===== config.mk =====
export PLATFORM = sky130hd
export DESIGN_NAME = button_set_controller
export DESIGN_NICKNAME = d
export VERILOG_FILES = /design/src/rtl/clock_pkg.sv /design/src/rtl/auto_repeat.sv /design/src/rtl/button_set_controller.sv
export SDC_FILE = /design/constraint.sdc
export NUM_CORES = 1
export LEC_CHECK = 0
export ABC_AREA = 0
export BUFFER_PORTS_ARGS = -buffer_cell sky130_fd_sc_hd__clkbuf_2
export CAP_MARGIN = 10
export CORE_UTILIZATION = 61
export CTS_CLUSTER_SIZE = 25
export DETAILED_ROUTE_END_ITERATION = 7
export GPL_ROUTABILITY_DRIVEN = 0
export GPL_TIMING_DRIVEN = 0
export PLACE_DENSITY = 0.79
export SLEW_MARGIN = 20
export SYNTH_ARGS = -nofsm -noshare
export SYNTH_HDL_FRONTEND = slang
export SYNTH_HIERARCHICAL = 1
export SYNTH_SLANG_ARGS = --single-unit
export TNS_END_PERCENT = 50

===== constraint.sdc =====
create_clock -name clk -period 3.8 [get_ports clk]
set_clock_uncertainty 0.05 [all_clocks]
set_input_delay 0.19 -clock clk [delete_from_list [all_inputs] [get_ports clk]]
set_output_delay 0.19 -clock clk [all_outputs]
set_load 0.02 [all_outputs]

===== src/rtl/clock_pkg.sv =====
// Shared mode encodings, field limits and the wrap-around step helper for the
// clock set controller.
package clock_pkg;

    typedef enum logic [1:0] {
        ModeRun    = 2'd0,
        ModeSetHr  = 2'd1,
        ModeSetMin = 2'd2
    } mode_e;

    localparam logic [5:0] HOUR_MAX = 6'd23;
    localparam logic [5:0] MIN_MAX  = 6'd59;
    localparam logic [5:0] SEC_MAX  = 6'd59;

    // One step up or down within 0..max, wrapping at both ends.
    function automatic logic [5:0] wrap_step(input logic [5:0] val, input logic [5:0] max,
                                             input logic up);
        if (up) begin
            return (val == max) ? 6'd0 : val + 6'd1;
        end
        return (val == 6'd0) ? max : val - 6'd1;
    endfunction

endpackage


===== src/rtl/auto_repeat.sv =====
// Hold counter shared by the inc/dec buttons; emits one-clk up/down step pulses
// from press pulses and from auto-repeat while a single button is held.
module auto_repeat #(
    parameter int unsigned REPEAT_DELAY = 500,
    parameter int unsigned REPEAT_RATE  = 100
) (
    input  logic clk,
    input  logic rst_n,
    input  logic i_tick,
    input  logic i_inc_down,
    input  logic i_dec_down,
    input  logic i_inc_state,
    input  logic i_dec_state,
    output logic o_step_up,
    output logic o_step_dn
);

    localparam int unsigned HW = $clog2(REPEAT_DELAY + 1);
    localparam int unsigned RW = (REPEAT_RATE > 1) ? $clog2(REPEAT_RATE) : 1;
    localparam logic [HW-1:0] DELAY_V = HW'(REPEAT_DELAY);
    localparam logic [RW-1:0] RATE_M1 = RW'(REPEAT_RATE - 1);

    logic [HW-1:0] r_hold_cnt;
    logic [RW-1:0] r_rate_cnt;
    logic          w_held;
    logic          w_both;
    logic          w_at_delay;
    logic          w_delay_hit;
    logic          w_rate_hit;
    logic          w_repeat;

    assign w_held      = i_inc_state | i_dec_state;
    assign w_both      = i_inc_state & i_dec_state;
    assign w_at_delay  = (r_hold_cnt == DELAY_V);
    assign w_delay_hit = i_tick & w_held & (r_hold_cnt == DELAY_V - 1'b1);
    assign w_rate_hit  = i_tick & w_held & w_at_delay & (r_rate_cnt == RATE_M1);
    assign w_repeat    = (w_delay_hit | w_rate_hit) & ~w_both;

    assign o_step_up = i_inc_down | (w_repeat & i_inc_state);
    assign o_step_dn = i_dec_down | (w_repeat & i_dec_state);

    // Hold counter parks at REPEAT_DELAY; the rate counter then paces repeats.
    always_ff @(posedge clk or negedge rst_n) begin
        if (!rst_n) begin
            r_hold_cnt <= '0;
            r_rate_cnt <= '0;
        end else if (!w_held) begin
            r_hold_cnt <= '0;
            r_rate_cnt <= '0;
        end else if (i_tick) begin
            if (!w_at_delay) begin
                r_hold_cnt <= r_hold_cnt + 1'b1;
            end else if (w_rate_hit) begin
                r_rate_cnt <= '0;
            end else begin
                r_rate_cnt <= r_rate_cnt + 1'b1;
            end
        end
    end

endmodule


===== src/rtl/button_set_controller.sv =====
// Clock time-of-day keeper with a three-button set interface: mode cycling,
// hour/minute stepping with auto-repeat, idle timeout and field blink.
module button_set_controller
    import clock_pkg::*;
#(
    parameter int unsigned REPEAT_DELAY = 500,
    parameter int unsigned REPEAT_RATE  = 100,
    parameter int unsigned IDLE_TIMEOUT = 10000,
    parameter int unsigned BLINK_HALF   = 250
) (
    input  logic       clk,
    input  logic       rst_n,
    input  logic       tick,
    input  logic       sec_tick,
    input  logic       mode_down,
    input  logic       inc_down,
    input  logic       dec_down,
    input  logic       inc_state,
    input  logic       dec_state,
    output logic [1:0] mode,
    output logic [4:0] hours,
    output logic [5:0] minutes,
    output logic [5:0] seconds,
    output logic       blink
);

    localparam int unsigned IW = $clog2(IDLE_TIMEOUT + 1);
    localparam int unsigned BW = (BLINK_HALF > 1) ? $clog2(BLINK_HALF) : 1;
    localparam logic [IW-1:0] IDLE_V   = IW'(IDLE_TIMEOUT);
    localparam logic [BW-1:0] BLINK_M1 = BW'(BLINK_HALF - 1);

    mode_e         r_mode;
    logic [4:0]    r_hours;
    logic [5:0]    r_minutes;
    logic [5:0]    r_seconds;
    logic          r_blink;
    logic [IW-1:0] r_idle_cnt;
    logic [BW-1:0] r_blink_cnt;

    logic          w_step_up;
    logic          w_step_dn;
    logic          w_set;
    logic          w_any_down;
    logic          w_timeout;
    logic          w_mode_chg;
    logic          w_up;
    logic          w_step;
    logic [IW-1:0] w_idle_nxt;

    auto_repeat #(
        .REPEAT_DELAY (REPEAT_DELAY),
        .REPEAT_RATE  (REPEAT_RATE)
    ) u_auto_repeat (
        .clk         (clk),
        .rst_n       (rst_n),
        .i_tick      (tick),
        .i_inc_down  (inc_down),
        .i_dec_down  (dec_down),
        .i_inc_state (inc_state),
        .i_dec_state (dec_state),
        .o_step_up   (w_step_up),
        .o_step_dn   (w_step_dn)
    );

    assign w_set      = (r_mode != ModeRun);
    assign w_any_down = mode_down | inc_down | dec_down;
    assign w_idle_nxt = (r_idle_cnt == IDLE_V) ? r_idle_cnt : r_idle_cnt + 1'b1;
    assign w_timeout  = w_set & tick & ~w_any_down & (w_idle_nxt == IDLE_V);
    assign w_mode_chg = mode_down | w_timeout;
    // Opposing steps cancel; a mode press swallows any step in the same cycle.
    assign w_up       = w_step_up & ~w_step_dn;
    assign w_step     = w_set & ~mode_down & (w_step_up ^ w_step_dn);

    always_ff @(posedge clk or negedge rst_n) begin
        if (!rst_n) begin
            r_mode      <= ModeRun;
            r_hours     <= '0;
            r_minutes   <= '0;
            r_seconds   <= '0;
            r_blink     <= 1'b0;
            r_idle_cnt  <= '0;
            r_blink_cnt <= '0;
        end else begin
            if (mode_down) begin
                case (r_mode)
                    ModeRun:   r_mode <= ModeSetHr;
                    ModeSetHr: r_mode <= ModeSetMin;
                    default:   r_mode <= ModeRun;
                endcase
            end else if (w_timeout) begin
                r_mode <= ModeRun;
            end

            if (r_mode == ModeRun) begin
                if (mode_down) begin
                    r_seconds <= '0;
                end else if (sec_tick) begin
                    if (r_seconds == SEC_MAX) begin
                        r_seconds <= '0;
                        r_minutes <= wrap_step(r_minutes, MIN_MAX, 1'b1);
                        if (r_minutes == MIN_MAX) begin
                            r_hours <= 5'(wrap_step({1'b0, r_hours}, HOUR_MAX, 1'b1));
                        end
                    end else begin
                        r_seconds <= r_seconds + 6'd1;
                    end
                end
            end else if (w_step) begin
                if (r_mode == ModeSetHr) begin
                    r_hours <= 5'(wrap_step({1'b0, r_hours}, HOUR_MAX, w_up));
                end else begin
                    r_minutes <= wrap_step(r_minutes, MIN_MAX, w_up);
                end
            end

            if (!w_set || w_any_down || w_timeout) begin
                r_idle_cnt <= '0;
            end else if (tick) begin
                r_idle_cnt <= w_idle_nxt;
            end

            // Restarting the phase on a step keeps the field visible while adjusting.
            if (!w_set || w_mode_chg || w_step) begin
                r_blink     <= 1'b0;
                r_blink_cnt <= '0;
            end else if (tick) begin
                if (r_blink_cnt == BLINK_M1) begin
                    r_blink     <= ~r_blink;
                    r_blink_cnt <= '0;
                end else begin
                    r_blink_cnt <= r_blink_cnt + 1'b1;
                end
            end
        end
    end

    assign mode    = r_mode;
    assign hours   = r_hours;
    assign minutes = r_minutes;
    assign seconds = r_seconds;
    assign blink   = r_blink;

endmodule


==> results.sh <==
export IMPL_n_antenna_cell=0
export IMPL_worstHoldEndpoint="seconds[3]"
export IMPL_grt_max_degree=36
export IMPL_share_seq_of_total_power_pct=35.1
export IMPL_grtUsageTotal_pct=27.4
export IMPL_cp_required_ns=3.97
export IMPL_cp_cell_sequence="ha_1 -> nor4b_1 -> nand3_1 -> o21ai_1 -> a41o_1 -> ha_1 -> o21bai_1 -> clkbuf_1 -> nand3_1 -> o211ai_1 -> nand3_1 -> mux2_1"
export IMPL_whs_ns=0.258
export IMPL_ys_warn_count=6
export IMPL_synth_area_um2=3880
export IMPL_leakage_uw=0.00186
export IMPL_drc=0
export IMPL_worst_pin_slew_ns=0.586
export IMPL_r2r_start="u_auto_repeat/r_rate_cnt[0]"
export IMPL_viasPerCell=6.12
export IMPL_crit_family="compound AO/OA/AOI/OAI gates"
export IMPL_outcome="completed"
export IMPL_ir_worst_vdd_mv=0.602
export IMPL_dr_pass1_iters=4
export IMPL_synth_avg_cell_area_um2=8.80
export IMPL_worstHoldStart="sec_tick"
export IMPL_grt_pass1_vias=3109
export IMPL_fin_crit_sh_pct=87.7
export IMPL_drtAntennaViolNets=0
export IMPL_p_int_uw=1510
export IMPL_area_growth_pct=13.3
export IMPL_htreeDepth=3
export IMPL_ys_ff_latch=58
export IMPL_grt_pass1_wl_mm=14.1
export IMPL_die_width_um=81.8
export IMPL_antenna_found_initial=0
export IMPL_cp_end_kind="register"
export IMPL_wl_mm=8.49
export IMPL_num_vias=3439
export IMPL_power_density_nw_per_um2=550
export IMPL_switching_share_pct=37.7
export IMPL_maxSlewHeadroom_pct=59.9
export IMPL_cp_slowest_cell="clkbuf_1"
export IMPL_cp_num_buf_inv=1
export IMPL_p_sw_uw=911
export IMPL_drv_cap=0
export IMPL_clock_sinks=58
export IMPL_hpwl_mm=6.09
export IMPL_dieArea_um2=6690
export IMPL_design_core_area_um2=6030
export IMPL_setup_tns_final_ns=0
export IMPL_postPlaceCellArea_um2=4140
export IMPL_synth_async_reset_ratio_pct=100
export IMPL_syn_num_nets=464
export IMPL_tritoncts="done"
export IMPL_cpPeakStageDelay_ns=0.43
export IMPL_drive_gt1_share_pct=15.6
export IMPL_yosysSeqAreaShare_pct=37.4
export IMPL_drt_iter0_drc=229
export IMPL_netlist_instances=441
export IMPL_path_clk_slew_ns=0.07
export IMPL_r2r_setup_slack_ns=0.47
export IMPL_rr_worst_depth=12
export IMPL_overflow=0
export IMPL_instances_no_fill=562
export IMPL_yosysUniqueCellTypes=69
export IMPL_crit_top_cell="nand3_1"
export IMPL_cts_buffer_depth=2
export IMPL_r2r_end="hours[4]"
export IMPL_die_h_um=81.8
export IMPL_min_path_type="input port to register"
export IMPL_hold_viol_final=0
export IMPL_nNetsFinal=505
export IMPL_pwr_share_comb_pct=35.0
export IMPL_synth_edf_count=0
export IMPL_yosys_most_used_dff="dfrtp_1"
export IMPL_cp_start_kind="register"
export IMPL_power_frac_clock_pct=29.9
export IMPL_finalInstanceArea_um2=4400
export IMPL_drv_slew=0
export IMPL_cts_root_buf="clkbuf_8"
export IMPL_min_path_cells=4
export IMPL_port_buffer_count=28
export IMPL_clock_latency_ns=0.33
export IMPL_numPlacedInstances=545
export IMPL_cts_resized=0
export IMPL_worstSetupPathType="register to register"
export IMPL_fp_row_count=28
export IMPL_wl_per_cell_um=15.1
export IMPL_setup_viol=0
export IMPL_min_period_ns=3.33
export IMPL_rsz0062_at_grt="no"
export IMPL_ios=29
export IMPL_worstPathMaxFanout=10
export IMPL_cp_arrival_ns=3.50
export IMPL_clock_fmax_ghz=0.300
export IMPL_numCtsBuffers=9
export IMPL_start_util_pct=64.4
==> layout by cell type, fill, tap and decap left out, drive strengths merged, types with 3 or more instances in the layout <==
cell	n
a31oi	3
nand4	14
xor2	14
a21oi	29
nand2	38
or3	7
o31ai	3
mux2i	6
nand2b	6
or2	4
mux2	3
and3	9
dfrtp	58
buf	11
a211oi	11
ha	14
and4	3
nor4	4
inv	19
nand3	28
a22o	3
nor2	39
xnor2	17
or4	3
nor3	12
nand3b	3
bufinv	3
nor2b	5
o21ai	29
and2	3
clkbuf	51
==> cells by family after synthesis <==
family	Yosys count	share of synthesized area [%]
buffers and inverters	41	5.00
xor gates and xnor gates	31	7.00
muxes	9	2.42
AOI/OAI and AO/OA	101	18.0
DFF	58	37.4
adders and majority gates	14	4.51
and+or+nand+nor	187	25.7
==> metal layers <==
metal / vias to the layer above / track usage [%] / share of wire (%)
li1: 1685 / - / -
met1: 1645 / 37.5 / 46
met2: 93 / 43.5 / 47
met3: 16 / 3.44 / 5.0
met4: 0 / 11.8 / 1.9
met5: - / 0 / 0
==> cell usage after synthesis (3+ instances only) <==
cell type	number	area, um^2
a21oi_2	5	43.8
nand3b_1	3	22.5
mux2i_1	6	60.1
nand2_1	38	143
nand3_1	27	135
nor2b_1	5	31.3
dfrtp_1	58	1450
nor3_1	11	55.1
and3_1	9	56.3
inv_1	19	71.3
nand2b_1	6	37.5
or4_1	3	22.5
or3_1	7	43.8
nand4_1	14	87.6
buf_2	4	20.0
ha_1	14	175
nor2_1	38	143
o21ai_0	25	125
xnor2_1	17	149
buf_4	5	37.5
a22o_1	3	26.3
o21ai_1	4	20.0
clkbuf_1	12	45.0
xor2_1	14	123
a211oi_1	7	52.6
a21oi_1	24	120
nor4_1	4	25.0
a211oi_2	4	50.1
and2_1	3	18.8
==> registers in the layout, summed over array words and instances (netlist names) <==
register and flops:
u_auto_repeat/r_hold_cnt 9, hours 5, seconds 6, r_blink_cnt 8, minutes 6, r_idle_cnt 14, mode 2, u_auto_repeat/r_rate_cnt 7
blink 1
==> repair_timing <==
item,in CTS,in global routing
endpoints found under the hold margin,23,0
hold buffers,1,0
endpoints found under the setup margin,0,0
setup buffers,0,0
==> tightest hold or removal path: cells and delay by family <==
family	cells	cell delay, ns
AOI/OAI and AO/OA	3	0.29
buffers and inverters	1	0.12
==> how the worst max path moves through the flow <==
stage / slack (ns) / start / cells after the start / to
5_1_grt: 0.13 / u_auto_repeat/r_rate_cnt[0] / 12 / minutes[3]
6_report: 0.47 / u_auto_repeat/r_rate_cnt[0] / 12 / hours[4]
2_1_floorplan: 0.99 / u_auto_repeat/r_rate_cnt[0] / 12 / minutes[3]
4_1_cts: 0.46 / u_auto_repeat/r_rate_cnt[0] / 12 / hours[2]
3_5_place_dp: 0.53 / u_auto_repeat/r_rate_cnt[0] / 12 / hours[2]
3_3_place_gp: 0.57 / u_auto_repeat/r_rate_cnt[0] / 12 / hours[2]
==> per-stage QoR <==
step                total power (uW)  util [%]  setup WS, ns
detailed placement              1690      68.7         0.531
global placement                1660      68.3         0.569
finish                          2420      73.0         0.466
floorplan                       1450         -         0.989
CTS                             2420      73.0         0.456
global route                    2560      73.0         0.133
==> power by group through the flow <==
stage               combinational (uW)  sequential [uW]  clock, uW
global placement                   810              853          0
floorplan                          516              932          0
finish                             847              848        724
global route                       940              862        756
CTS                                844              844        735
detailed placement                 840              855          0
==> cell type report <==
type / instances / area, um^2
Buffer: 22 / 123
Clock buffer: 11 / 151
Clock inverter: 5 / 100
Fill cell: 477 / 1630
Inverter: 19 / 71.3
Multi-Input combinational cell: 342 / 2240
Sequential cell: 58 / 1450
Tap cell: 75 / 93.8
Timing Repair Buffer: 30 / 173
Power figures use the tool's default switching activity.
